--- config.mk ---
export PLATFORM = sky130hd
export DESIGN_NAME = hub75_scan_driver
export DESIGN_NICKNAME = d
export VERILOG_FILES = /design/src/rtl/hub75_pkg.sv /design/src/rtl/hub75_timer.sv /design/src/rtl/hub75_scan_driver.sv
export SDC_FILE = /design/constraint.sdc
export NUM_CORES = 1
export LEC_CHECK = 0
export CAP_MARGIN = 20
export CORE_UTILIZATION = 53
export CTS_CLUSTER_DIAMETER = 50
export CTS_CLUSTER_SIZE = 14
export DETAILED_ROUTE_END_ITERATION = 8
export GPL_TIMING_DRIVEN = 1
export PLACE_DENSITY_LB_ADDON = 0.2
export RECOVER_POWER = 50
export SLEW_MARGIN = 5
export SYNTH_ARGS = -nofsm -noshare
export SYNTH_HDL_FRONTEND = slang
export SYNTH_SLANG_ARGS = --single-unit
--- constraint.sdc ---
create_clock -name clk -period 5.35 [get_ports clk]
set_clock_uncertainty 0.05 [all_clocks]
set_input_delay 1.605 -clock clk [delete_from_list [all_inputs] [get_ports clk]]
set_output_delay 1.605 -clock clk [all_outputs]
set_load 0.1 [all_outputs]
--- src/rtl/hub75_pkg.sv ---
// Shared state encoding, default geometry and colour constants for the HUB75 scan driver.
package hub75_pkg;

  typedef enum logic [2:0] {
    IDLE,
    PREFETCH,
    SHIFT,
    LATCH,
    DISPLAY
  } state_t;

  localparam int DEFAULT_COLS = 32;
  localparam int DEFAULT_ROWS = 8;

  localparam logic [2:0] BLACK = 3'b000;
  localparam logic [2:0] RED   = 3'b100;
  localparam logic [2:0] GREEN = 3'b010;
  localparam logic [2:0] BLUE  = 3'b001;
  localparam logic [2:0] WHITE = 3'b111;

  function automatic int max_int(input int a, input int b);
    return (a > b) ? a : b;
  endfunction

endpackage

--- src/rtl/hub75_timer.sv ---
// Loadable down-counter that stops at zero; done is high while the count is zero.
module hub75_timer #(
  parameter int W = 8
) (
  input  logic         clk,
  input  logic         reset,
  input  logic         load,
  input  logic [W-1:0] value,
  output logic [W-1:0] count,
  output logic         done
);

  always_ff @(posedge clk or negedge reset) begin
    if (!reset) begin
      count <= '0;
    end else if (load) begin
      count <= value;
    end else if (count != '0) begin
      count <= count - W'(1);
    end
  end

  assign done = (count == '0);

endmodule

--- src/rtl/hub75_scan_driver.sv ---
// HUB75 1/8-scan driver: prefetches pixels, shifts a row out blanked, latches it, then displays it.
// Build option HUB75_BRIGHTNESS_EN adds a brightness input that limits the oe_n window per row.
module hub75_scan_driver
  import hub75_pkg::*;
#(
  parameter int COLS           = DEFAULT_COLS,
  parameter int ROWS           = DEFAULT_ROWS,
  parameter int HALF_PERIOD    = 2,
  parameter int DISPLAY_CYCLES = 256
) (
  input  logic                    clk,
  input  logic                    reset,
  input  logic                    enable,
`ifdef HUB75_BRIGHTNESS_EN
  input  logic [7:0]              brightness,
`endif
  input  logic [2:0]              LED_Top,
  input  logic [2:0]              LED_Bottom,
  output logic [$clog2(COLS)-1:0] col_count,
  output logic [$clog2(ROWS)-1:0] row_count,
  output logic [2:0]              rgb_top,
  output logic [2:0]              rgb_bot,
  output logic                    sclk,
  output logic                    lat,
  output logic                    oe_n,
  output logic [$clog2(ROWS)-1:0] addr,
  output logic                    frame_done
);

  localparam int CW = $clog2(COLS);
  localparam int RW = $clog2(ROWS);
  localparam int TW = $clog2(max_int(DISPLAY_CYCLES, 2 * HALF_PERIOD)) + 1;

  localparam logic [TW-1:0] SLOT_LAST = TW'(2 * HALF_PERIOD - 1);
  localparam logic [TW-1:0] HALF      = TW'(HALF_PERIOD);
  localparam logic [TW-1:0] DISP_LAST = TW'(DISPLAY_CYCLES - 1);
  localparam logic [CW-1:0] COL_LAST  = CW'(COLS - 1);
  localparam logic [RW-1:0] ROW_LAST  = RW'(ROWS - 1);

  state_t          state_reg, state_next;
  logic [CW-1:0]   col_idx_reg, col_idx_next;
  logic [CW-1:0]   col_count_reg, col_count_next;
  logic [RW-1:0]   row_count_reg, row_count_next;
  logic [2:0]      rgb_top_reg, rgb_top_next;
  logic [2:0]      rgb_bot_reg, rgb_bot_next;
  logic            sclk_reg, sclk_next;
  logic            lat_reg, lat_next;
  logic            oe_n_reg, oe_n_next;
  logic [RW-1:0]   addr_reg, addr_next;
  logic            frame_done_reg, frame_done_next;

  logic            timer_load;
  logic [TW-1:0]   timer_value;
  logic [TW-1:0]   timer_count;
  logic            timer_done;

  // first_dark: oe_n for the first DISPLAY cycle; next_dark: oe_n for the following cycle.
  logic            first_dark;
  logic            next_dark;

  hub75_timer #(
    .W(TW)
  ) u_timer (
    .clk   (clk),
    .reset (reset),
    .load  (timer_load),
    .value (timer_value),
    .count (timer_count),
    .done  (timer_done)
  );

`ifdef HUB75_BRIGHTNESS_EN
  logic [7:0] bright_reg;

  always_ff @(posedge clk or negedge reset) begin
    if (!reset) begin
      bright_reg <= '0;
    end else if (state_reg == LATCH) begin
      bright_reg <= brightness;
    end
  end

  // Timer holds DISPLAY_CYCLES-1-i during display cycle i, so the next index is DISPLAY_CYCLES-count.
  assign first_dark = (brightness == 8'd0);
  assign next_dark  = ((DISPLAY_CYCLES - int'(timer_count)) >= int'(bright_reg));
`else
  assign first_dark = 1'b0;
  assign next_dark  = 1'b0;
`endif

  always_ff @(posedge clk or negedge reset) begin
    if (!reset) begin
      state_reg      <= IDLE;
      col_idx_reg    <= '0;
      col_count_reg  <= '0;
      row_count_reg  <= '0;
      rgb_top_reg    <= BLACK;
      rgb_bot_reg    <= BLACK;
      sclk_reg       <= 1'b0;
      lat_reg        <= 1'b0;
      oe_n_reg       <= 1'b1;
      addr_reg       <= '0;
      frame_done_reg <= 1'b0;
    end else begin
      state_reg      <= state_next;
      col_idx_reg    <= col_idx_next;
      col_count_reg  <= col_count_next;
      row_count_reg  <= row_count_next;
      rgb_top_reg    <= rgb_top_next;
      rgb_bot_reg    <= rgb_bot_next;
      sclk_reg       <= sclk_next;
      lat_reg        <= lat_next;
      oe_n_reg       <= oe_n_next;
      addr_reg       <= addr_next;
      frame_done_reg <= frame_done_next;
    end
  end

  always_comb begin
    state_next      = state_reg;
    col_idx_next    = col_idx_reg;
    col_count_next  = col_count_reg;
    row_count_next  = row_count_reg;
    rgb_top_next    = rgb_top_reg;
    rgb_bot_next    = rgb_bot_reg;
    sclk_next       = 1'b0;
    lat_next        = 1'b0;
    oe_n_next       = 1'b1;
    addr_next       = addr_reg;
    frame_done_next = 1'b0;
    timer_load      = 1'b0;
    timer_value     = '0;

    unique case (state_reg)
      IDLE: begin
        if (enable) begin
          state_next     = PREFETCH;
          row_count_next = '0;
          col_count_next = '0;
        end
      end

      PREFETCH: begin
        state_next   = SHIFT;
        col_idx_next = '0;
        timer_load   = 1'b1;
        timer_value  = SLOT_LAST;
      end

      SHIFT: begin
        // Timer runs SLOT_LAST..0 across a slot; sclk is registered for the upcoming slot cycle.
        sclk_next = (timer_count <= HALF);
        if (timer_count == SLOT_LAST) begin
          rgb_top_next   = LED_Top;
          rgb_bot_next   = LED_Bottom;
          col_count_next = (col_idx_reg == COL_LAST) ? '0 : col_idx_reg + CW'(1);
        end
        if (timer_done) begin
          sclk_next = 1'b0;
          if (col_idx_reg == COL_LAST) begin
            state_next = LATCH;
            lat_next   = 1'b1;
            addr_next  = row_count_reg;
          end else begin
            col_idx_next = col_idx_reg + CW'(1);
            timer_load   = 1'b1;
            timer_value  = SLOT_LAST;
          end
        end
      end

      LATCH: begin
        state_next  = DISPLAY;
        oe_n_next   = first_dark;
        timer_load  = 1'b1;
        timer_value = DISP_LAST;
      end

      DISPLAY: begin
        if (timer_done) begin
          oe_n_next      = 1'b1;
          col_count_next = '0;
          if (row_count_reg == ROW_LAST) begin
            row_count_next  = '0;
            frame_done_next = 1'b1;
          end else begin
            row_count_next = row_count_reg + RW'(1);
          end
          state_next = enable ? PREFETCH : IDLE;
        end else begin
          oe_n_next = next_dark;
        end
      end

      default: begin
        state_next = IDLE;
      end
    endcase
  end

  assign col_count  = col_count_reg;
  assign row_count  = row_count_reg;
  assign rgb_top    = rgb_top_reg;
  assign rgb_bot    = rgb_bot_reg;
  assign sclk       = sclk_reg;
  assign lat        = lat_reg;
  assign oe_n       = oe_n_reg;
  assign addr       = addr_reg;
  assign frame_done = frame_done_reg;

endmodule

==> impl_metrics.yaml <==
synth:
  synth_top_area_frac: 0.496
  synthArstFlopShare: 1.00
  syn_nets: 184
  syn_avg_cell_area_sq_um: 11.2
  synth_edf_count: 0
  synth_seq_cells: 38
  synth_area_leaders: "dfrtp_1 (50%), mux2_2 (6.0%), ha_1 (5.4%)"
  synthDistinctLibCells: 39
  synth_largest_area_cell: "dfrtp_1"
  yosys-top-cells-count: "dfrtp_1 (37), o21ai_0 (16), nand2_1 (13)"
  ys_warn_count: 0
  synth_area_sq_mm: 0.00187
  ys.flop_type: "dfrtp_1"
  syn_inst: 167
  yosysSeqAreaShare: 0.510
  synth_most_common_cell: "dfrtp_1"
die:
  die_height_microns: 61.3
  core_sq_mm: 0.00336
  ios: 30
  die_area_sq_mm: 0.00376
  rows: 21
  die_w_microns: 61.3
  start_util: 0.555
sta:
  period_needed_ns: 3.64
  slew_headroom: -0.296
  drv_slew: 39
  max_clock_freq_mhz: 275
  setup-tns-final_ns: 0
  hold_viol: 0
  setup_viol: 0
  worst_pin_slew_ns: 1.94
  rsz0062_at_grt: "no"
  min_period_over_period: 0.680
critical_path:
  regToRegSetupSlack_ns: 2.83
  cpPeakStageDelay_ns: 1.12
  worstPathBufferInverterCount: 1
  cp_cell_sequence: "clkdlybuf4s50_1"
  path_class: "reg -> out"
  cp.arrival_ns: 1.98
  startpoint_type: "register"
  crit_family: "buffers and inverters"
  cp_slowest_cell: "clkdlybuf4s50_1"
  cp-end-kind: "output port"
  critPathMaxFanout: 1
  crit_required_ns: 3.70
placed_design:
  dp_cells: 238
  io_buffers: 29
  place_hpwl_microns: 2770
  gp_congestion: 0.831
grt:
  grt_pass1_wl_microns: 5870
  antenna_found_initial: 0
  grt_max_degree: 39
  overflow: 0
  grt_pass1_vias: 1318
  groute.usage.overall: 0.216
cts:
  cts_resized: 0
  cts_root_buf: "clkbuf_4"
  cts_tree: "yes"
  clk_path_buf_depth: 2
  hold_buffers: 0
  path_clk_slew_ns: 0.11
  cts_max_level: 2
  post-cts-setup-buffer-count: 0
  cts_buffers: 5
  worstSkewPairLatency_ns: 0.33
  cts_sinks: 38
drt:
  dr.pass1.iters: 4
  m1WireLength_microns: 1580
  dr_wl_met3_microns: 130
  route.detailed.drc: 0
  via_per_inst: 5.72
  drt-total-wl_microns: 3630
  highest_layer: "met4"
  met2_length_microns: 1890
  drtAntennaViolNets: 0
  via_count: 1406
  drtIter0Drc: 49
  avgRoutedWirePerCell_microns: 14.8
finish:
  syn2layout_area_growth_pct: 18.4
  finalNonFillerCells: 246
  fin_util: 0.657
  num_antenna_cells: 0
  largest_reg_flops: 9
  layout-drive-gt1-share: 0.105
  nets: 216
worst_hold_path:
  hp-class: "reg -> reg"
pwr:
  p_comb_frac: 0.486
  power_density_mw_per_mm2: 529
  p_total_mw: 1.17
  pwr-share-seq: 0.385
  netSwitchingPower_mw: 0.572
  swShare: 0.489
  p_clk_frac: 0.129
  leakage_nw: 0.959
  intPower_mw: 0.597
  vdd_ir_drop_max_mv: 0.198
outcome:
  status: "finished, violations left"
  violations: "max-capacitance violations, max-slew violations"
run:
  drv_cap: 1
[per-stage QoR]
| step | area [sq um] | worst slack, ns | hold slack (ns) |
|---|---|---|---|
| floorplan | 1870 | 2.75 | 0.423 |
| global placement | 2180 | 2.09 | 0.438 |
| detailed placement | 2180 | 2.08 | 0.446 |
| CTS | 2240 | 1.71 | 0.470 |
| global route | 2210 | 1.67 | 0.485 |
| finish | 2210 | 1.71 | 0.466 |
[path summary, 6_finish.rpt]
check | start | endpoint | depth (start not counted)
hold / removal | rgb_top[2] | rgb_top[2] | 1
min in group asynchronous | reset | u_timer.count[7] | 1
max in group asynchronous | reset | rgb_top[1] | 1
setup / recovery | oe_n | oe_n | 1
hold reg to reg | rgb_top[2] | rgb_top[2] | 1
setup reg to reg | u_timer.count[4] | u_timer.count[1] | 4
[cell usage in the layout (no fill, tap or decap), types with 2 or more instances in the layout]
| cell type | count |
|---|---|
| nor3b_1 | 2 |
| a21o_1 | 3 |
| or4_1 | 3 |
| nand3b_1 | 3 |
| nor2_1 | 8 |
| or3_1 | 2 |
| or3b_2 | 2 |
| a22o_1 | 2 |
| nand3_1 | 11 |
| inv_1 | 5 |
| xnor2_1 | 7 |
| nand2_1 | 13 |
| ha_1 | 8 |
| nor2b_1 | 2 |
| nor3_1 | 6 |
| xor2_1 | 2 |
| dfrtp_1 | 37 |
| mux2_2 | 10 |
| clkbuf_1 | 2 |
| nand2b_1 | 2 |
| clkbuf_4 | 5 |
| o21ai_0 | 16 |
| clkdlybuf4s50_1 | 28 |
| nand4_1 | 2 |
| nor4_1 | 3 |
| a31oi_1 | 3 |
[layout make-up]
type	instances	area (sq um)
fillers	280	1150
clock buffers	7	55.1
well taps	46	57.6
flip-flops and latches	38	952
inverters	5	18.8
multi-input cells	120	836
clock inverters	1	5.00
repair buffers	29	284
[metal layers]
layer,vias to the layer above,track usage
met2,28,0.371
met5,-,0
met3,4,0.0441
met1,703,0.266
met4,0,0.0889
li1,671,-
[power groups by stage]
stage	combinational [mW]	clock (mW)	sequential [mW]
floorplan	0.277	0	0.632
global placement	0.565	0	0.453
detailed placement	0.582	0	0.461
CTS	0.584	0.155	0.455
global route	0.610	0.167	0.460
finish	0.567	0.151	0.450
[kinds of logic (layout without fill, tap and decap cells)]
kind of cell	after synthesis	after routing	share of synthesized area
adders and majority gates	8	8	0.0537
and+or+nand+nor	63	63	0.201
AOI/OAI and AO/OA	30	30	0.109
xor gates and xnor gates	9	9	0.0423
DFF	38	38	0.510
buffers and inverters	9	42	0.0228
muxes	10	10	0.0604
Note: power is estimated with default switching activity, not from simulation.
